File: config.mk
export PLATFORM = sky130hd
export DESIGN_NAME = s526_key_sequencer
export DESIGN_NICKNAME = d
export VERILOG_FILES = /design/src/rtl/s526_key_sequencer.sv
export SDC_FILE = /design/constraint.sdc
export NUM_CORES = 1
export LEC_CHECK = 0
export ABC_AREA = 0
export CAP_MARGIN = 5
export CELL_PAD_IN_SITES_DETAIL_PLACEMENT = 2
export CELL_PAD_IN_SITES_GLOBAL_PLACEMENT = 2
export CORE_MARGIN = 10
export CORE_UTILIZATION = 27
export DETAILED_ROUTE_END_ITERATION = 8
export PLACE_DENSITY_LB_ADDON = 0.1
export REMOVE_ABC_BUFFERS = 1
export SYNTH_ARGS = -nofsm -noshare
export SYNTH_HDL_FRONTEND = slang
export SYNTH_SLANG_ARGS = --single-unit
File: constraint.sdc
create_clock -name clk -period 1.8 [get_ports clk]
set_input_delay 0.27 -clock clk [delete_from_list [all_inputs] [get_ports clk]]
set_output_delay 0.27 -clock clk [all_outputs]
set_load 0.02 [all_outputs]
File: src/rtl/s526_key_sequencer.sv
// Unlock-key transmitter for the locked s526 core: plays the key on G2..G0, then passes functional stimulus through.
// Optional TRILOCK_LFSR_KEY_EN macro replaces the KEY_SEQ table with a seeded 16-bit LFSR symbol source.
module s526_key_sequencer #(
  parameter int                   KEY_LEN  = 4,
  parameter logic [KEY_LEN*3-1:0] KEY_SEQ  = 12'hA5C,
  parameter logic [15:0]          KEY_SEED = 16'hACE1
) (
  input  logic       clk,
  input  logic       reset,
  input  logic       start,
  input  logic       abort,
  input  logic       func_G0,
  input  logic       func_G1,
  input  logic       func_G2,
  output logic       G0,
  output logic       G1,
  output logic       G2,
  output logic       busy,
  output logic       unlocked,
  output logic [7:0] key_idx
);

  localparam logic [1:0] S_IDLE = 2'd0;
  localparam logic [1:0] S_KEY  = 2'd1;
  localparam logic [1:0] S_FUNC = 2'd2;
  localparam logic [7:0] LAST_IDX = 8'(KEY_LEN - 1);

  logic [1:0] state;
  logic [7:0] next_idx;
  logic [2:0] first_sym;
  logic [2:0] next_sym;

  assign next_idx = key_idx + 8'd1;

`ifdef TRILOCK_LFSR_KEY_EN
  logic [15:0] lfsr;
  logic [15:0] lfsr_next;

  // Taps x^16+x^14+x^13+x^11 -> bits 15,13,12,10; shift left, feedback into bit 0.
  assign lfsr_next = {lfsr[14:0], lfsr[15] ^ lfsr[13] ^ lfsr[12] ^ lfsr[10]};
  assign first_sym = KEY_SEED[2:0];
  assign next_sym  = lfsr_next[2:0];

  always_ff @(posedge clk) begin
    if (reset) begin
      lfsr <= KEY_SEED;
    end else if (!abort) begin
      if (state == S_IDLE && start)
        lfsr <= KEY_SEED;
      else if (state == S_KEY)
        lfsr <= lfsr_next;
    end
  end
`else
  assign first_sym = KEY_SEQ[2:0];

  always_comb begin
    next_sym = KEY_SEQ[2:0];
    for (int i = 0; i < KEY_LEN; i++)
      if (next_idx == 8'(i))
        next_sym = KEY_SEQ[3*i +: 3];
  end
`endif

  always_ff @(posedge clk) begin
    if (reset || abort) begin
      state        <= S_IDLE;
      {G2, G1, G0} <= 3'b001;
      busy         <= 1'b0;
      unlocked     <= 1'b0;
      key_idx      <= 8'd0;
    end else begin
      case (state)
        S_IDLE: begin
          if (start) begin
            state        <= S_KEY;
            {G2, G1, G0} <= first_sym;
            busy         <= 1'b1;
            key_idx      <= 8'd0;
          end
        end
        S_KEY: begin
          if (key_idx == LAST_IDX) begin
            state        <= S_FUNC;
            {G2, G1, G0} <= {func_G2, func_G1, func_G0};
            busy         <= 1'b0;
            unlocked     <= 1'b1;
            key_idx      <= 8'd0;
          end else begin
            {G2, G1, G0} <= next_sym;
            key_idx      <= next_idx;
          end
        end
        S_FUNC: begin
          {G2, G1, G0} <= {func_G2, func_G1, func_G0};
        end
        default: begin
          state        <= S_IDLE;
          {G2, G1, G0} <= 3'b001;
          busy         <= 1'b0;
          unlocked     <= 1'b0;
          key_idx      <= 8'd0;
        end
      endcase
    end
  end

endmodule
# ---- After elaboration in Yosys (flattened, before gate mapping)
# Index checks and enable logic that the tools add are counted.
dict set report word_totals {
  register_bits 15
  wordCells 45
}
dict set report classes {
  n_bitwise 2
  n_addsub 1
  n_eq_ne 8
  reduce_logical 6
  n_mux 21
}
# op n
set op_table {}
lappend op_table {{8-bit by 2-bit == test with 1-bit output, second input constant} 3}
lappend op_table {{8-bit case mux with 3 select lines} 1}
lappend op_table {{8-bit two-way mux} 2}
lappend op_table {{1-bit case mux with 3 select lines} 4}
lappend op_table {{3-bit two-way mux} 3}
lappend op_table {{8-bit by 1-bit adder with 8-bit output, second input constant} 1}
lappend op_table {{8-bit by 1-bit == test with 1-bit output, second input constant} 1}
lappend op_table {{1-bit two-way mux} 7}
lappend op_table {{2-bit case mux with 3 select lines} 1}
lappend op_table {{2-bit two-way mux} 2}
lappend op_table {{2-bit != test, second input constant} 2}
lappend op_table {{2-bit AND reduction} 2}
lappend op_table {{3-bit AND reduction} 1}
lappend op_table {{2-bit by 1-bit == test with 1-bit output, second input constant} 1}
lappend op_table {{2-bit == test, second input constant} 1}
lappend op_table {{2-bit zero test} 1}
lappend op_table {{1-bit NOT} 2}
lappend op_table {{1-bit case mux with 2 select lines} 1}
lappend op_table {{2-bit OR reduction} 1}
lappend op_table {{1-bit logical OR} 1}

# ---- Depth between registers and ports, before layout
dict set report depth {
  ltp_word 7
  mapped_depth 6
  ltp_nobuf 6
}

# ---- Least setup slack after synthesis
# OpenSTA, ideal clock, no wires.
dict set report synth_timing {
  path_kind {register to register}
  start {reg key_idx[1]}
  end {reg key_idx[4]}
  stages_incl_launch_ff 6
  t_arrival_ps 1853
  setup_slack_ps -171
  cell_sequence {dfxtp_1 ha_1 or3b_2 o21ai_4 o21ai_1 a32o_1}
}
dict set report synth_via {
  elab_chain_len 3
  word_cells_on_any_way 4
  classes_between {add/sub: 1; eq/ne: 1; mux: 2}
}
# element line
set synth_lines {}
lappend synth_lines {{start: declaration} 20} ;# output logic [7:0] key_idx
lappend synth_lines {{start signal: assignment} 91} ;# key_idx <= next_idx;
lappend synth_lines {{8-bit by 1-bit adder with 8-bit output or 8-bit by 2-bit == test with 1-bit output (tied branches)} {33, 83}}
lappend synth_lines {{8-bit two-way mux *} 83} ;# if (key_idx == LAST_IDX) begin
lappend synth_lines {{8-bit case mux with 3 select lines *} 73} ;# case (state)
# Mark *: on every way between the ends. The rest lies on a longest branch, timed or not.
# A chain may end at the register's enable or synchronous reset.

# ---- Final worst setup path
dict set report layout_timing {
  start {reg key_idx[5]}
  end {out key_idx[5]}
}
# No word-level cell between the ends.

==> impl_metrics.toml <==
[sta]
period_minus_slack_ns = 1.73
worst_pin_slew_ns = 0.449
clock_skew_ns = 0.00324
setup_viol = 0
hold-worst-slack_ns = 0.455
rsz0062_at_grt = "true"
drv_slew = 0
finalHoldViolCount = 0
final.period_utilization_pct = 96.4
maxSlewHeadroom_pct = 70.0
fmax_mhz = 576

[layout]
n_antenna_cell = 0
final_core_util_pct = 40.7
fin_nets = 177
fill_cells = 416
synthToLayoutAreaGrowth_pct = 44.8
area.sequential_um2 = 283
drive_gt1_share_pct = 27.3
multi_input_area_um2 = 732

[drt]
vias = 1101
drt-vias-per-instance = 5.27
drc_errors = 0
drtIter0Drc = 39
ant_nets = 0
wirelength_mm = 3.94
post_drt_wl_per_cell_um = 18.9
dr.pass1.iters = 4

[setup_path]
worst-setup-path-type = "reg2out"
crit_fanout = 8
cp_data_arrival_time_ns = 1.46
worst_setup_path_end_kind = "output port"
crit_path_max_incr_delay_ns = 0.62
path_cells = "buf_4, clkdlybuf4s50_1"
start_kind = "flop"
slowest_stage = "clkdlybuf4s50_1"
r2r_slack_ns = 0.07
critical_path_required_ns = 1.53

[synth]
yosysUniqueCellTypes = 49
yosys.area.top_type = "dfxtp_1"
syn_area_per_cell_um2 = 8.42
synth-seq-area-share_pct = 27.1
ys_warn_count = 0
postSynthCellCount = 123
synth.top_cells.by_area = "dfxtp_1 (27%), ha_1 (9.7%), nor2_1 (4.7%)"
synth-main-ff-cell = "dfxtp_1"
yosys-top-cells-count = "dfxtp_1 (14), nor2_1 (13), nand2_1 (10)"
synth_most_common_cell = "dfxtp_1"
ys_seq_elements = 14
synthArstFlopShare_pct = 0
synth_edf_count = 0
syn-cell-area_um2 = 1040
yosysTopAreaCellShare_pct = 27.1

[floorplan]
initial_utilization_pct = 28.1
die_h_um = 81.9
io_pins = 20
die_width_um = 81.9
dieArea_um2 = 6710
core-area_um2 = 3690
std_cell_rows = 22

[global_routing]
grt_use_total_pct = 12.7
grt.overflow.total = 0
grt_max_degree = 12
grt_pass1_wl_mm = 6.51
grt_pass1_vias = 1171
antenna_found_initial = 0

[min_path]
worstHoldPathType = "reg2reg"

[power]
ir_drop_uv = 261
powerDensity_nw_per_um2 = 500
power.total_uw = 750
leakage_uw = 0.000530

[cts]
clk_pin_slew_ns = 0.07
cts_buffers = 3
cts-htree-levels = 1
cts_tree = "done"
clk_latency_ns = 0.25
cts_sinks = 14
post_cts_buffers = 0
cts_max_path_buffers = 2
cts-root-buf = "clkbuf_8"

[place]
dp_hpwl_mm = 3.13
portBuffers = 19
gp_congestion = 0.802

[status]
status = "finished, final reports clean"

[job]
max_cap_violations = 0
[power by group]
part	internal, µW	leakage, µW	switching (µW)	total (µW)
Combinational	52.7	0.000387	61.1	114
Sequential	314	0.000114	2.83	317
Clock	194	0.0000288	126	320
Total	561	0.000530	190	750
[path summary, 6_finish.rpt]
kind / end / cells after the start / startpoint
hold reg to reg: G2 / 2 / G2
hold / removal: G2 / 2 / G2
setup / recovery: key_idx[5] / 2 / key_idx[5]
setup reg to reg: key_idx[4] / 5 / key_idx[0]
[registers in the layout, summed over array words and instances (netlist names)]
| signal | cells |
|---|---|
| G2 | 1 |
| unlocked | 1 |
| G0 | 1 |
| key_idx | 8 |
| state | 1 |
| busy | 1 |
| G1 | 1 |
[critical path: cells and delay by family, from the launching register on]
kind | cells | cell delay (ns)
buf+inv | 2 | 0.82
flops | 1 | 0.40
[metal layers]
metal / up-vias / part of all wire (%) / global-route usage [%]
li1: 543 / - / -
met1: 545 / 46 / 16.1
met2: 11 / 49 / 20.5
met3: 2 / 4.4 / 4.04
met4: 0 / 0.61 / 2.55
met5: - / 0 / 0
[cells by family (layout without fill, tap and decap cells)]
logic type | after synthesis | after routing | share of synthesized area (%)
adder cells (fa/ha/maj) | 8 | 8 | 9.66
flip-flops | 14 | 14 | 27.1
AO/OA/AOI/OAI | 36 | 36 | 28.9
buffers and inverters | 12 | 50 | 5.31
AND/OR/NAND/NOR | 51 | 51 | 27.4
XOR/XNOR | 2 | 2 | 1.69
[area by class of cell]
type                            count  share of cell area [%]
Clock buffer                        4                    3.67
Tap cell                           48                    4.00
Inverter                            6                    1.50
Multi-Input combinational cell     97                    48.8
Timing Repair Buffer               40                    23.2
Sequential cell                    14                    18.8
[per-stage QoR]
| step | cell area (µm²) | instances | TNS [ns] | worst slack [ns] |
|---|---|---|---|---|
| global placement | 1410 | 205 | 0 | 0.0369 |
| global route | 1500 | 209 | -0.131 | -0.0567 |
| CTS | 1470 | 209 | 0 | 0.00395 |
| detailed placement | 1410 | 205 | 0 | 0.0128 |
| finish | 1500 | 209 | 0 | 0.0651 |
| floorplan | 1000 | 117 | -0.554 | -0.171 |
[repair_timing]
item,CTS,global route
endpoints found under the setup margin,0,12
hold buffers,0,0
resized for setup,0,10
[cells in the final DEF (no fill, tap or decap), types with 2 or more instances in the layout]
| cell type | n |
|---|---|
| xnor2_1 | 2 |
| a31oi_1 | 3 |
| dfxtp_1 | 12 |
| dfxtp_2 | 2 |
| or3_1 | 2 |
| nor3_1 | 2 |
| and2_1 | 2 |
| clkdlybuf4s50_1 | 19 |
| a211oi_1 | 2 |
| nand4_1 | 2 |
| a2111oi_1 | 2 |
| nor2_1 | 13 |
| inv_1 | 4 |
| inv_2 | 2 |
| and4_1 | 3 |
| clkbuf_8 | 4 |
| o2111ai_1 | 2 |
| ha_1 | 6 |
| ha_2 | 2 |
| nand2_1 | 10 |
| o21ai_0 | 2 |
| nand3_1 | 5 |
| a21oi_1 | 8 |
| buf_4 | 21 |
| and3_1 | 2 |
(Power assumes the default switching activity.)
